`src/rtl/instr_bus_router.sv`:
```
// -----------------------------------------------------------------------------
// instr_bus_router
//
// Routes one Ibex-style instruction fetch master onto N_SLAVES instruction bus
// slaves (boot ROM, code RAM, flash, ...). Each request address is decoded
// against per-slave base/mask pairs. The req/gnt handshake is forwarded
// combinationally to the selected slave. Granted-but-unanswered fetches are
// remembered in a small tag FIFO so responses reach the core in issue order.
//
// Optional feature macro: INSTR_BUS_ROUTER_ERR_RESP_EN
//   defined   : unmapped addresses go to an internal error target that grants
//               at once and answers one cycle later with m_err=1, m_rdata=0.
//   undefined : unmapped addresses fall through to slave 0.
//
// Parameters
//   N_SLAVES        number of downstream slaves (1..8)
//   MAX_OUTSTANDING tag FIFO depth (1..4)
//   SLAVE_BASE      per-slave base address, entry [i] belongs to slave i
//   SLAVE_MASK      per-slave match mask; slave i hits when
//                   (m_addr & SLAVE_MASK[i]) == SLAVE_BASE[i]
//
// Ports
//   clk       in   system clock
//   rst_n     in   synchronous active-low reset
//   m_req     in   master request
//   m_addr    in   master word address (held by master until granted)
//   m_gnt     out  grant to master
//   m_rvalid  out  response valid to master
//   m_err     out  response error
//   m_rdata   out  response data
//   s_req     out  per-slave request, at most one bit set
//   s_addr    out  shared slave address, equal to m_addr
//   s_gnt     in   per-slave grant
//   s_rvalid  in   per-slave response valid
//   s_err     in   per-slave response error
//   s_rdata   in   per-slave read data, slave i at [32*i +: 32]
// -----------------------------------------------------------------------------
module instr_bus_router #(
  parameter int unsigned                N_SLAVES        = 3,
  parameter int unsigned                MAX_OUTSTANDING = 2,
  parameter logic [N_SLAVES-1:0][31:0] SLAVE_BASE      = {32'h8000_0000, 32'h0001_0000, 32'h0000_0000},
  parameter logic [N_SLAVES-1:0][31:0] SLAVE_MASK      = {32'hF000_0000, 32'hFFFF_0000, 32'hFFFF_0000}
) (
  input  logic                  clk,
  input  logic                  rst_n,
  input  logic                  m_req,
  input  logic [31:0]           m_addr,
  output logic                  m_gnt,
  output logic                  m_rvalid,
  output logic                  m_err,
  output logic [31:0]           m_rdata,
  output logic [N_SLAVES-1:0]   s_req,
  output logic [31:0]           s_addr,
  input  logic [N_SLAVES-1:0]   s_gnt,
  input  logic [N_SLAVES-1:0]   s_rvalid,
  input  logic [N_SLAVES-1:0]   s_err,
  input  logic [N_SLAVES*32-1:0] s_rdata
);

  // Index width leaves room for the error target at index N_SLAVES.
  localparam int unsigned IDX_W = $clog2(N_SLAVES + 1);
  localparam int unsigned PTR_W = (MAX_OUTSTANDING > 1) ? $clog2(MAX_OUTSTANDING) : 1;
  localparam int unsigned CNT_W = $clog2(MAX_OUTSTANDING + 1);

  localparam logic [CNT_W-1:0] MAX_CNT  = CNT_W'(MAX_OUTSTANDING);
  localparam logic [PTR_W-1:0] LAST_PTR = PTR_W'(MAX_OUTSTANDING - 1);
`ifdef INSTR_BUS_ROUTER_ERR_RESP_EN
  localparam logic [IDX_W-1:0] ERR_IDX  = IDX_W'(N_SLAVES);
`endif

  // Pointers step modulo the depth, which need not be a power of two.
  function automatic logic [PTR_W-1:0] ptr_inc(input logic [PTR_W-1:0] p);
    return (p == LAST_PTR) ? '0 : p + 1'b1;
  endfunction

  logic [IDX_W-1:0] sel;
  logic [IDX_W-1:0] head;
  logic             sel_gnt;
  logic             head_rvalid;
  logic             head_err;
  logic [31:0]      head_rdata;
  logic             switch_stall;
  logic             can_issue;
  logic             issue;
  logic             push;
  logic             pop;

  logic [IDX_W-1:0] tag_q [MAX_OUTSTANDING];
  logic [PTR_W-1:0] wr_ptr_q, wr_ptr_d;
  logic [PTR_W-1:0] rd_ptr_q, rd_ptr_d;
  logic [CNT_W-1:0] count_q, count_d;
  logic [IDX_W-1:0] last_q, last_d;
`ifdef INSTR_BUS_ROUTER_ERR_RESP_EN
  logic             err_resp_q, err_resp_d;
`endif

  assign s_addr = m_addr;

  // ---------------------------------------------------------------------------
  // Address decode: iterate from the top so the lowest matching index wins.
  // ---------------------------------------------------------------------------
  // NOTE: every always_comb output gets a default before any conditional
  // assignment; without it a missed branch would infer a latch.
  always_comb begin
`ifdef INSTR_BUS_ROUTER_ERR_RESP_EN
    sel = ERR_IDX;
`else
    sel = '0;
`endif
    for (int i = N_SLAVES - 1; i >= 0; i--) begin
      if ((m_addr & SLAVE_MASK[i]) == SLAVE_BASE[i]) begin
        sel = IDX_W'(i);
      end
    end
  end

  // ---------------------------------------------------------------------------
  // Response path: only the FIFO head may answer, and only with a fetch in
  // flight; anything else on s_rvalid is dropped.
  // ---------------------------------------------------------------------------
  assign head = tag_q[rd_ptr_q];

  always_comb begin
    head_rvalid = 1'b0;
    head_err    = 1'b0;
    head_rdata  = '0;
    for (int i = 0; i < N_SLAVES; i++) begin
      if (head == IDX_W'(i)) begin
        head_rvalid = s_rvalid[i];
        head_err    = s_err[i];
        head_rdata  = s_rdata[i*32 +: 32];
      end
    end
`ifdef INSTR_BUS_ROUTER_ERR_RESP_EN
    if (head == ERR_IDX) begin
      head_rvalid = err_resp_q;
      head_err    = 1'b1;
      head_rdata  = '0;
    end
`endif
  end

  assign m_rvalid = rst_n & (count_q != '0) & head_rvalid;
  assign m_err    = head_err;
  assign m_rdata  = head_rdata;
  assign pop      = m_rvalid;

  // ---------------------------------------------------------------------------
  // Request path. A target change waits until every in-flight fetch has
  // drained, so two slaves can never race to answer. The pop term lets a full
  // FIFO accept a new fetch in the same cycle the oldest one completes.
  // ---------------------------------------------------------------------------
  assign switch_stall = (count_q != '0) && (sel != last_q);
  assign can_issue    = ((count_q < MAX_CNT) || pop) && !switch_stall;
  assign issue        = rst_n & m_req & can_issue;

  always_comb begin
    s_req   = '0;
    sel_gnt = 1'b0;
    for (int i = 0; i < N_SLAVES; i++) begin
      if (sel == IDX_W'(i)) begin
        s_req[i] = issue;
        sel_gnt  = s_gnt[i];
      end
    end
`ifdef INSTR_BUS_ROUTER_ERR_RESP_EN
    if (sel == ERR_IDX) begin
      sel_gnt = 1'b1;
    end
`endif
  end

  assign m_gnt = issue & sel_gnt;
  assign push  = m_req & m_gnt;

  // ---------------------------------------------------------------------------
  // Tag FIFO bookkeeping
  // ---------------------------------------------------------------------------
  always_comb begin
    wr_ptr_d = push ? ptr_inc(wr_ptr_q) : wr_ptr_q;
    rd_ptr_d = pop  ? ptr_inc(rd_ptr_q) : rd_ptr_q;
    last_d   = push ? sel : last_q;
    unique case ({push, pop})
      2'b10:   count_d = count_q + 1'b1;
      2'b01:   count_d = count_q - 1'b1;
      default: count_d = count_q;
    endcase
  end

`ifdef INSTR_BUS_ROUTER_ERR_RESP_EN
  // The error target answers exactly one cycle after it is granted.
  assign err_resp_d = push && (sel == ERR_IDX);
`endif

  // NOTE: sequential state uses non-blocking assignments only, so every
  // register samples the pre-edge value of every other register.
  always_ff @(posedge clk) begin
    if (!rst_n) begin
      count_q    <= '0;
      wr_ptr_q   <= '0;
      rd_ptr_q   <= '0;
      last_q     <= '0;
`ifdef INSTR_BUS_ROUTER_ERR_RESP_EN
      err_resp_q <= 1'b0;
`endif
    end else begin
      count_q    <= count_d;
      wr_ptr_q   <= wr_ptr_d;
      rd_ptr_q   <= rd_ptr_d;
      last_q     <= last_d;
`ifdef INSTR_BUS_ROUTER_ERR_RESP_EN
      err_resp_q <= err_resp_d;
`endif
    end
  end

  // NOTE: the tag storage is deliberately not reset; an entry is only read
  // while count_q says it holds a live tag, so its reset value never matters.
  always_ff @(posedge clk) begin
    if (push) begin
      tag_q[wr_ptr_q] <= sel;
    end
  end

endmodule

```
`config.mk`:
```
export PLATFORM = sky130hd
export DESIGN_NAME = instr_bus_router
export DESIGN_NICKNAME = d
export VERILOG_FILES = /design/src/rtl/instr_bus_router.sv
export SDC_FILE = /design/constraint.sdc
export NUM_CORES = 1
export LEC_CHECK = 0
export CORE_AREA = 3 3 96 75
export DETAILED_ROUTE_END_ITERATION = 10
export DIE_AREA = 0 0 99 78
export PLACE_DENSITY = 0.81
export REMOVE_ABC_BUFFERS = 1
export SETUP_SLACK_MARGIN = 0.15
export SLEW_MARGIN = 20
export SYNTH_ARGS = -nofsm -noshare
export SYNTH_HDL_FRONTEND = slang
export SYNTH_SLANG_ARGS = --single-unit
```
`constraint.sdc`:
```
create_clock -name clk -period 4.8 [get_ports clk]
set_clock_uncertainty 0.05 [all_clocks]
set_input_delay 1.2 -clock clk [delete_from_list [all_inputs] [get_ports clk]]
set_output_delay 1.2 -clock clk [all_outputs]
set_load 0.05 [all_outputs]
```
### Word-level counts from Yosys, hierarchy flattened

Memories as Yosys holds them, arrays and structs flattened. A register that Yosys moved wholly into a read port is not among the register bits.
Index checks and enable logic that the tools add are counted.

* $add $sub $neg: 4
* $lt $le $gt $ge: 1
* equality and inequality tests: 9
* multiplexer cells: 25
* bitwise logic cells: 6
* reductions and logical operators: 9

Operator list (number)
* two-way mux 32 bit: 3
* zero test 32 bit: 1
* two-way mux 1 bit: 18
* equality test 16 x 1 -> 1 bit, second input constant: 1
* AND 1 bit: 6
* equality test 2 x 1 -> 1 bit, second input constant: 3
* equality test 2 bit, second input constant: 3
* two-way mux 2 bit: 3
* equality test 4 bit, second input constant: 1
* zero test 2 bit: 2
* one-hot mux 2 bit (2 select lines): 1
* nonzero test 2 bit: 2
* adder 1 bit, second input constant: 2
* adder 2 x 1 -> 2 bit, second input constant: 1
* logical AND 1 bit: 2
* < comparator 2 bit, second input constant: 1
* != test 2 bit: 1
* subtractor 2 x 1 -> 2 bit, second input constant: 1
* zero test 1 bit: 1
* logical OR 1 bit: 1

* flip-flop bits (word level): 6
* bits in writable memories: 4
* input port bits: 140
* output and inout bits: 70
* memories: 1

Memory list
* tag_q: depth 2, width 2, read ports 1, clocked after memory_dff 1, write ports 1, RTL line 88 `logic [IDX_W-1:0] tag_q [MAX_OUTSTANDING];`

### Depth between registers and ports, before layout

Gate-level depths: netlist of the first run.

* depth after elaboration: 13
* depth in mapped cells: 11
* gate-level depth less buffers: 10

### Least setup slack after synthesis of the first run

OpenSTA, ideal clock, no wires.

* kind: input to output
* from: input port m_addr[29]
* to: output port s_req[1]
* arrival: 3833 ps
* required time: 3550 ps
* slack: -283 ps
* cell stages on the path: 6
* cell sequence: or4b_2 -> buf_2 -> xor2_1 -> o211ai_1 -> or4b_4 -> nor3_1

* word-level cells in the longest chain between the ends: 10

Ends and longest elaborated chain
* start: declaration: RTL line 47 `input logic [31:0] m_addr,`
* equality test 4 bit: RTL line 111 `if ((m_addr & SLAVE_MASK[i]) == SLAVE_BASE[i]) begin`
* two-way mux 2 bit (2 in a row): RTL line 111
* two-way mux 2 bit *: RTL line 111
* != test 2 bit: RTL line 153 `assign switch_stall = (count_q != '0) && (sel != last_q);`
* logical AND 1 bit: RTL line 153
* zero test 1 bit: RTL line 154 `assign can_issue = ((count_q < MAX_CNT) || pop) && !switch_stall;`
* logical AND 1 bit: RTL line 154
* AND 1 bit: RTL line 155 `assign issue = rst_n & m_req & can_issue;`
* two-way mux 1 bit *: RTL line 161 `if (sel == IDX_W'(i)) begin`
* end: declaration: RTL line 52 `output logic [N_SLAVES-1:0] s_req,`

Mark *: on every way between the ends. The rest lies on a longest branch, timed or not.

### Final worst setup path of the first run

* from: input port m_addr[29]
* to: output port m_gnt

* word-level cells in the longest chain between the ends: 10

Ends and longest elaborated chain
* equality test 4 bit: RTL line 111
* two-way mux 2 bit (2 in a row): RTL line 111
* two-way mux 2 bit *: RTL line 111
* != test 2 bit: RTL line 153
* logical AND 1 bit: RTL line 153
* zero test 1 bit: RTL line 154
* logical AND 1 bit: RTL line 154
* AND 1 bit: RTL line 155
* AND 1 bit *: RTL line 173 `assign m_gnt = issue & sel_gnt;`
* end: declaration: RTL line 48 `output logic m_gnt,`

Marks and branches as above.

==> impl.org, run 1 <==
** Worst setup path
- Data on the critical path is required at its endpoint by 3.55 ns.
- Worst setup path startpoint :: m_addr[29]
- In this run the critical register-to-register path is launched from tag_q[1][0].
- Combined buffer and inverter count along the critical path :: 3
- Walking the worst path, the cells encountered are dlygate4sd2_1, or4b_4, xor2_1, o211ai_1, or4b_4, buf_6, a211oi_4, buf_12.
- The slowest stage of the critical path belongs to the cell or4b_4.
- In this design, the critical path's most frequently occurring cell is or4b_4.
- Crit-path max cell delay :: 0.57 ns
- Class of the most critical setup path :: input pin to output port
- Broken down by cell family, the worst path's largest delay share belongs to simple AND/OR/NAND/NOR gates.
- Reg-to-reg slack, setup :: 1.44 ns
- The worst setup path is captured at an output port.
- Critical Path AT :: 3.32 ns
- Highest net fanout along the worst path :: 3
- The worst setup path is launched from an input pin.

** GRT
- Global routing consumed, on the met2 layer, 31.0% of the routing resources.
- Met3 routing resource usage after global routing :: under 10%
- Maximum number of pins on one net before global-route repair :: 34
- The first global-routing pass estimated 10.9 mm of wire.
- Global routing used 17.2% of the available tracks across all layers.
- Global-route congestion overflow total :: 0
- The layer flagged by global routing as most heavily used is met2.
- Vias in the first global route :: ~2,200
- Antenna violations before repair :: 0
- In the global route stage, met1 resource usage came out at 20.3%.

** STA
- Slew @ Worst Pin :: 0.554 ns
- Ratio of final minimum period to clock period :: 95.3%
- In this run the tightest slew margin relative to its limit is 63.0%.
- Setup violations remaining at the end of the flow were counted as 0.
- Setup repair after global routing left no endpoint under its margin.
- Sum Neg Setup Slack :: 0 ns
- The worst path in the final design needs a cycle of around 4.6 ns, including I/O delays and setup.
- The number of hold-slack violations in the final timing report came to 0.
- Highest clock rate :: 219 MHz
- Final count of pins violating max slew :: 0

** Floorplan
- Pin placement for this block handled 210 I/O pins.
- Vert. Die Dim :: roughly 78 um
- Floorplan Core Area :: 0.00629 mm^2
- The initial utilization of the core area, before any placement, comes to 25.9%.
- The floorplan has 25 rows.
- Die X :: just under 100 um
- The die covers between 0.007 and 0.008 mm^2.

** Clock network
- The longest clock path from root to sink contains 2 buffers.
- Worst-skew pair later-pin latency :: between 0.2 and 0.25 ns
- TritonCTS built the clock tree.
- Clock Pin Slew Worst Setup and Hold Paths :: 0.05 ns
- Number of buffers added to fix hold violations after cts :: 0
- Number of CTS-inserted buffers :: 3
- CTS placed an instance of clkbuf_8 at the clock tree root.
- CTS built an H-tree with a depth of 1.
- The clock drives 11 sinks.

** Route
- Once detail routing completed, the nets flagged for antenna violations numbered 0.
- Total via count in the routed design :: around 2,100
- Total wirelength of the detailed-routed design :: 7.11 mm
- After detailed routing, the average wire length per cell comes to 15.8 um.
- In this run, the number of DRC markers left after iteration 0 of detailed routing was 76.
- First-pass iteration count of the detailed router :: 4
- Vias/cell :: 4.67
- Remaining DRCs :: 0

** Power and ir drop
- For this design the static power due to leakage is 0.00143 uW.
- Combinational logic is responsible for 63.0% of the overall power.
- The design draws 520 uW.
- Power per cell area :: between 150 and 200 mW/mm^2
- The internal power of the cells totals 320 uW.
- Net switching power :: 200 uW
- Of the total power, the clock network draws 17.1%.
- Switching Fraction :: roughly two fifths
- Share of power burned in registers :: 19.9%
- Maximum vdd drop :: ~0.12 mV

** Synthesis
- Yosys instantiated no cell more often than nand2_1.
- Most instantiated cells after synthesis :: nand2_1 (38), mux2i_1 (37), o21ai_0 (37)
- Yosys mapped a number of flops with a built-in enable equal to 4.
- Synthesized instance count :: 218
- The most used flip-flop cell after synthesis is dfxtp_1.
- Share of the synthesized area in the top cell type :: 22.8%
- Area contributors post-synth :: mux2i_1 (23%), buf_4 (15%), o21ai_0 (11%), nand2_1 (8.8%), dfxtp_1 (8.6%)
- Post-synthesis async set-or-reset flop share :: 0%
- Post-synthesis cell type with the largest combined area :: mux2i_1
- Yosys printed 0 warnings.
- After synthesis, the mean cell area works out to around 7.5 um^2.
- The cell area that synthesis handed to floorplanning was 0.00163 mm^2.
- Portion of the post-synthesis area used by sequential elements :: 16.0%
- The netlist uses 39 different library cells.
- Counting flops and latches in the post-synthesis netlist gives 11.

** Finish
- Share of final-layout standard cells stronger than drive strength 1 :: 8.67%
- From synthesis to final layout, the design area changed by 111%.
- Final-stage net count :: 511
- Final standard cell area without fillers :: 0.00343 mm^2
- Counting the fill cells in the layout gives 581.
- The number of antenna diodes in the final layout is 0.
- Layout Utilization :: a little over half

** Placed design
- Port buffering added 177 buffers.
- The placed instances occupy a cell area of 0.00333 mm^2.
- Detailed placement ended at an HPWL of 5.98 mm.
- The congestion estimate from routability-driven global placement came to approximately 0.86.

** Run
- # Max-Cap Violations :: 0

** Hold path
- Type of the worst min-delay path :: flop to flop
- The startpoint identified for the worst hold timing path is wr_ptr_q.

** Run status
- Run status :: completed
## cell usage in the layout (no fill, tap or decap), types with 3 or more instances in the layout
master / Yosys / routed
clkbuf_8: 0 / 3
buf_12: 0 / 4
edfxtp_1: 4 / 4
nor2_1: 9 / 8
nand2_1: 38 / 38
o21ai_0: 37 / 37
dlygate4sd2_1: 0 / 9
buf_4: 32 / 14
clkdlybuf4s50_1: 0 / 162
dfxtp_1: 7 / 7
and2_1: 4 / 4
mux2i_1: 37 / 36
inv_1: 3 / 3
## stage by stage
step | setup WS (ns) | std cells | hold slack [ns]
2_1_floorplan | -0.763 | 173 | 0.393
3_3_place_gp | -0.0670 | 441 | 0.405
3_5_place_dp | -0.122 | 441 | 0.422
4_1_cts | 0.158 | 447 | 0.429
5_1_grt | 0.141 | 450 | 0.466
6_report | 0.226 | 450 | 0.422
## power by group through the flow
stage	logic, uW	registers [uW]	clock network, uW
3_3_place_gp	322	105	0
5_1_grt	345	104	96.3
4_1_cts	327	104	91.3
2_1_floorplan	126	104	0
6_report	327	104	88.8
3_5_place_dp	326	105	0
## worst paths after layout
check / endpoint / cells past startpoint
max: m_gnt / 8
max reg2reg: count_q[1] / 13
min: wr_ptr_q / 1
min reg2reg: wr_ptr_q / 1
## routing by layer
metal | vias up | routed length, um
met3 | 6 | 717
met4 | 0 | 89
met1 | 919 | 2730
met2 | 141 | 3580
li1 | 1037 | -
met5 | - | 0
## sequential cells by signal (all words and copies together) (netlist names), named ones only
register and cells:
count_q 2, last_q 2, rd_ptr_q 1, tag_q 4
wr_ptr_q 1
## final cells by class
| cell class | count | area (um^2) | area share [%] |
|---|---|---|---|
| repair buffers | 192 | 1920 | 55.9 |
| well taps | 81 | 101 | 2.96 |
| multi-input cells | 159 | 1090 | 31.9 |
| flip-flops and latches | 11 | 260 | 7.59 |
| inverters | 3 | 11.3 | 0.328 |
| clock buffers | 4 | 45.0 | 1.31 |
## what timing repair did
action / 4_1_cts / 5_1_grt
pin swaps: 9 / 3
setup endpoints to repair: 4 / 3
gates resized for setup: 17 / 2
setup buffers: 2 / 3
## cell families after synthesis
family / after synthesis / synth area share [%]
multiplexers: 38 / 23.5
AND/OR/NAND/NOR: 70 / 21.5
AO/OA/AOI/OAI: 46 / 16.8
flip-flops: 11 / 16.0
adder cells (fa/ha/maj): 1 / 0.769
XOR/XNOR: 4 / 2.15
buffers and inverters: 48 / 19.2
(Power assumes the default switching activity.)
==> run 2, diff against run 1 <==
--- a/config.mk
+++ b/config.mk
@@ -5,10 +5,11 @@
 export SDC_FILE = /design/constraint.sdc
 export NUM_CORES = 1
 export LEC_CHECK = 0
-export CORE_AREA = 3 3 96 75
+export ABC_AREA = 1
+export CORE_AREA = 3 3 100 78
 export DETAILED_ROUTE_END_ITERATION = 10
-export DIE_AREA = 0 0 99 78
-export PLACE_DENSITY = 0.81
+export DIE_AREA = 0 0 103 81
+export PLACE_DENSITY = 0.76
 export REMOVE_ABC_BUFFERS = 1
 export SETUP_SLACK_MARGIN = 0.15
 export SLEW_MARGIN = 20
==> constraint.sdc (replaced) <==
create_clock -name clk -period 3.9 [get_ports clk]
set_clock_uncertainty 0.05 [all_clocks]
set_input_delay 0.975 -clock clk [delete_from_list [all_inputs] [get_ports clk]]
set_output_delay 0.975 -clock clk [all_outputs]
set_load 0.05 [all_outputs]
==> run 2 against run 1 <==
Net effect:
- die area rose by 8.0%
- non-clock buffer count down 9
- clock power grew 23%
- sequential share of layout area is 0.36 points higher
- first-iteration DRC count fell by 41%
- worst setup slack better by 0.058 ns
- power increased by 24%
- critical path depth up 4
- utilization decreased by 6.6 points
- combinational power rose by 26%
- sequential power increased by 20%
==> impl.org, run 2 <==
** Run
- Max-cap violations in this run came to 0.

** Route
- For this run, design rule violations remaining after detail routing come to 0.
- Total via count in the routed design :: 2,253
- Vias/cell :: 4.42
- First-pass iteration count of the detailed router :: 4
- Wirelength per Cell :: 14.2 um
- After the first detailed-routing iteration, the DRC count stood at 45.
- Summed over all layers, the routed wires come to 7.24 mm.
- Final antenna-violating net count :: 0

** STA
- Slew @ Worst Pin :: roughly 0.53 ns
- The number of max-slew violations in the final report came to 0.
- The worst path uses between 90% and 100% of the clock period.
- The number of hold-slack violations in the final timing report is 0.
- Headroom to the max-slew limit :: approximately 64%
- For this run, the top clock speed supported by timing is 277 MHz.
- Setup-violating endpoint count in the final report :: 0
- The routed design could run at a clock period as short as 3.62 ns.
- Setup repair after global routing left no endpoint under its margin.
- Sum Neg Setup Slack :: 0 ns

** Synthesis
- The synthesized netlist occupies a cell area of between 0.0015 and 0.002 mm^2.
- In the synthesized netlist, the cells that appear most often are nand2_1 (129), nand3_1 (41), buf_4 (32).
- Count leader, synth :: nand2_1
- Of all cell types, the one taking the most synthesized area is nand2_1.
- Dividing the synthesized area by the synthesized cell count gives between 5 and 6 um^2.
- Area contributors post-synth :: nand2_1 (32%), buf_4 (16%), nand3_1 (14%), dfxtp_1 (9.3%), edfxtp_1 (7.9%)
- The synthesized design contains 11 register bits.
- In this run, synthesis inferred 4 flip-flops with an integrated enable.
- Most used flip-flop cell after synthesis :: dfxtp_1
- Unique cell type count in the Yosys netlist :: 19
- For this run, the number of Yosys warnings is 0.
- After synthesis, flip-flops and latches occupy 17.2% of the total area.
- Counting flops with an async set or reset pin after synthesis yields a share of 0%.
- After technology mapping, the gate count stands at 280.
- The synthesized design devotes to its leading area cell type 32.0% of total area.

** Worst setup path
- Cell type of the slowest stage on the worst timing path :: clkdlybuf4s50_1
- Required time of the critical path :: 2.87 ns
- Critical Path AT :: about 2.6 ns
- The worst setup path is launched from an input pin.
- Along the worst path, the maximum fanout reaches 6.
- Combined buffer and inverter count along the critical path :: 4
- Traced cell by cell, the critical path runs through clkdlybuf4s50_1, nor2_1, nand2_1, nor2_2, nand2_2, nand2_1, nand3_1, nand2_1, buf_4, nand3_4, inv_1, buf_12.
- Nature of the critical path endpoint :: output port
- The worst setup path is of the input pin to output port kind.
- Dominant cell type by count on the critical path :: nand2_1
- The cell family contributing the most delay on the critical path is buffers and inverters.
- Crit-path max cell delay :: 0.46 ns

** Power and ir drop
- Clock power share :: 16.9%
- Comb pwr share :: 63.7%
- Switching Fraction :: 39.5%
- Share of power burned in registers :: 19.4%
- Pleak :: between 0.001 and 0.0015 uW
- For this design the total switching power over the nets is 255 uW.
- In this run the power density over the cells is 197 mW/mm^2.
- Maximum vdd drop :: roughly 0.22 mV
- Cell-internal power :: 390 uW
- Total design power :: 645 uW

** Finish
- Largest register FFs :: 4
- tag_q holds more flip-flops than any other register.
- Of the cells placed in the final design, the portion with a size suffix greater than 1 is 7.75%.
- Diode count :: 0
- Layout-stage area growth over the synthesis result :: 116%
- Filler instances :: 700
- Most common cell after layout, fill and taps aside :: clkdlybuf4s50_1
- Final-stage net count :: 568
- In the layout the commonest cells are clkdlybuf4s50_1 (172), nand2_1 (128), nand3_1 (39), nor2_1 (15), inv_1 (14).
- Largest registers :: tag_q x4, count_q x2, last_q x2

** Clock network
- Clock latency on the worst-skew pair, taken at its later pin, is 0.23 ns.
- Count of H-tree levels built during CTS :: 1
- TritonCTS built the clock tree.
- Worst-case clock buffer depth :: 2
- Buffers added to address setup during post-CTS repair amount to 0.
- The number of clock buffers added by TritonCTS is 3.
- Clock-pin slew was measured on the worst setup and hold paths at 0.05 ns.
- Buffer type at the clock tree root :: clkbuf_8
- Clock tree synthesis found a total of 11 sinks.

** Floorplan
- Total I/O pin count :: 210
- Total number of placement rows :: 26
- Initial Util :: 22.1%
- The die is 81 um tall.
- Floorplan Core Area :: a little under 0.007 mm^2
- From left edge to right edge, the die measures between 100 and 150 um.
- The die covers 0.00834 mm^2.

** GRT
- The number of antenna violations at the first check in global routing is 0.
- The number of global-route vias before repair was 1,961.
- Global-route congestion overflow total :: 0
- First-pass GRT wire length :: roughly 9.7 mm
- GR Util All Layers :: 14.7%
- Entering global routing, the biggest net connects 34 pins.

** Hold path
- Type of the worst min-delay path :: flop to flop

** Placed design
- Buffers placed on the I/O ports in this run total 177.
- Detailed placement ended at an HPWL of 6.27 mm.
- At the end of routability-driven placement, the weighted congestion stood at ~0.8.

** Run status
- Run status :: completed
==> run 2: cell types whose count changed after synthesis, moves of 4 or more <==
cell | previous run | this run
mux2i_1 | 37 | 0
o21ai_0 | 37 | 4
buf_2 | 4 | 0
nand2_1 | 38 | 129
and2_1 | 4 | 0
nor2_1 | 9 | 20
a21oi_1 | 0 | 5
nand3_1 | 1 | 41
inv_1 | 3 | 16
==> run 2: area by class of cell <==
type                            count  area (um^2)  area share, %
Tap cell                           84          105           3.21
Timing Repair Buffer              183         1850           56.7
Multi-Input combinational cell    211          945           28.9
Sequential cell                    11          260           7.95
Inverter                           17         63.8           1.95
Clock buffer                        4         45.0           1.38
==> run 2: metrics by stage <==
stage | instance area, um^2 | cells | hold slack [ns] | worst slack [ns] | utilization [%]
finish | 3270 | 510 | 0.407 | 0.284 | 47.9
CTS | 3250 | 510 | 0.408 | 0.161 | 47.6
global placement | 3200 | 506 | 0.389 | 0.184 | 46.9
floorplan | 1240 | 239 | 0.375 | 0.0374 | -
global route | 3270 | 510 | 0.415 | 0.146 | 47.9
detailed placement | 3200 | 506 | 0.399 | 0.101 | 46.9
==> run 2: power groups by stage <==
stage / Sequential [uW] / Combinational, uW / Clock (uW)
after detailed placement: 127 / 411 / 0
final: 125 / 411 / 109
after CTS: 125 / 412 / 113
after floorplan: 127 / 161 / 0
after global routing: 125 / 432 / 120
after global placement: 127 / 407 / 0
==> run 2: repair_timing <==
item / CTS / global route
resized for setup: 1 / 8
hold endpoints to repair: 0 / 0
hold buffers: 0 / 0
endpoints found under the setup margin: 1 / 4
==> run 2: logic make-up (layout without fill, tap and decap cells) <==
group,after synthesis,count (layout),share of synthesized area (%)
adders and majority gates,1,1,0.827
and+or+nand+nor,201,201,56.7
DFF,11,11,17.2
buffers and inverters,58,204,22.3
AOI/OAI and AO/OA,9,9,2.98
==> run 2: path summary, 6_finish.rpt <==
path | start | end | slack (ns) | cells after the start
min reg2reg | rd_ptr_q | flop | 0.41 | 1
max | m_addr[31] | m_gnt | 0.28 | 12
min | rd_ptr_q | flop | 0.41 | 1
max reg2reg | tag_q[0][0] | count_q[1] | 1.76 | 12
==> run 2: metal layers <==
layer / up-vias / routed length, um / global-route usage, %
met4: 2 / 90 / 1.94
met2: 110 / 3510 / 24.8
li1: 1146 / - / -
met3: 6 / 844 / 6.95
met1: 989 / 2750 / 17.2
met5: - / 51 / 4.49
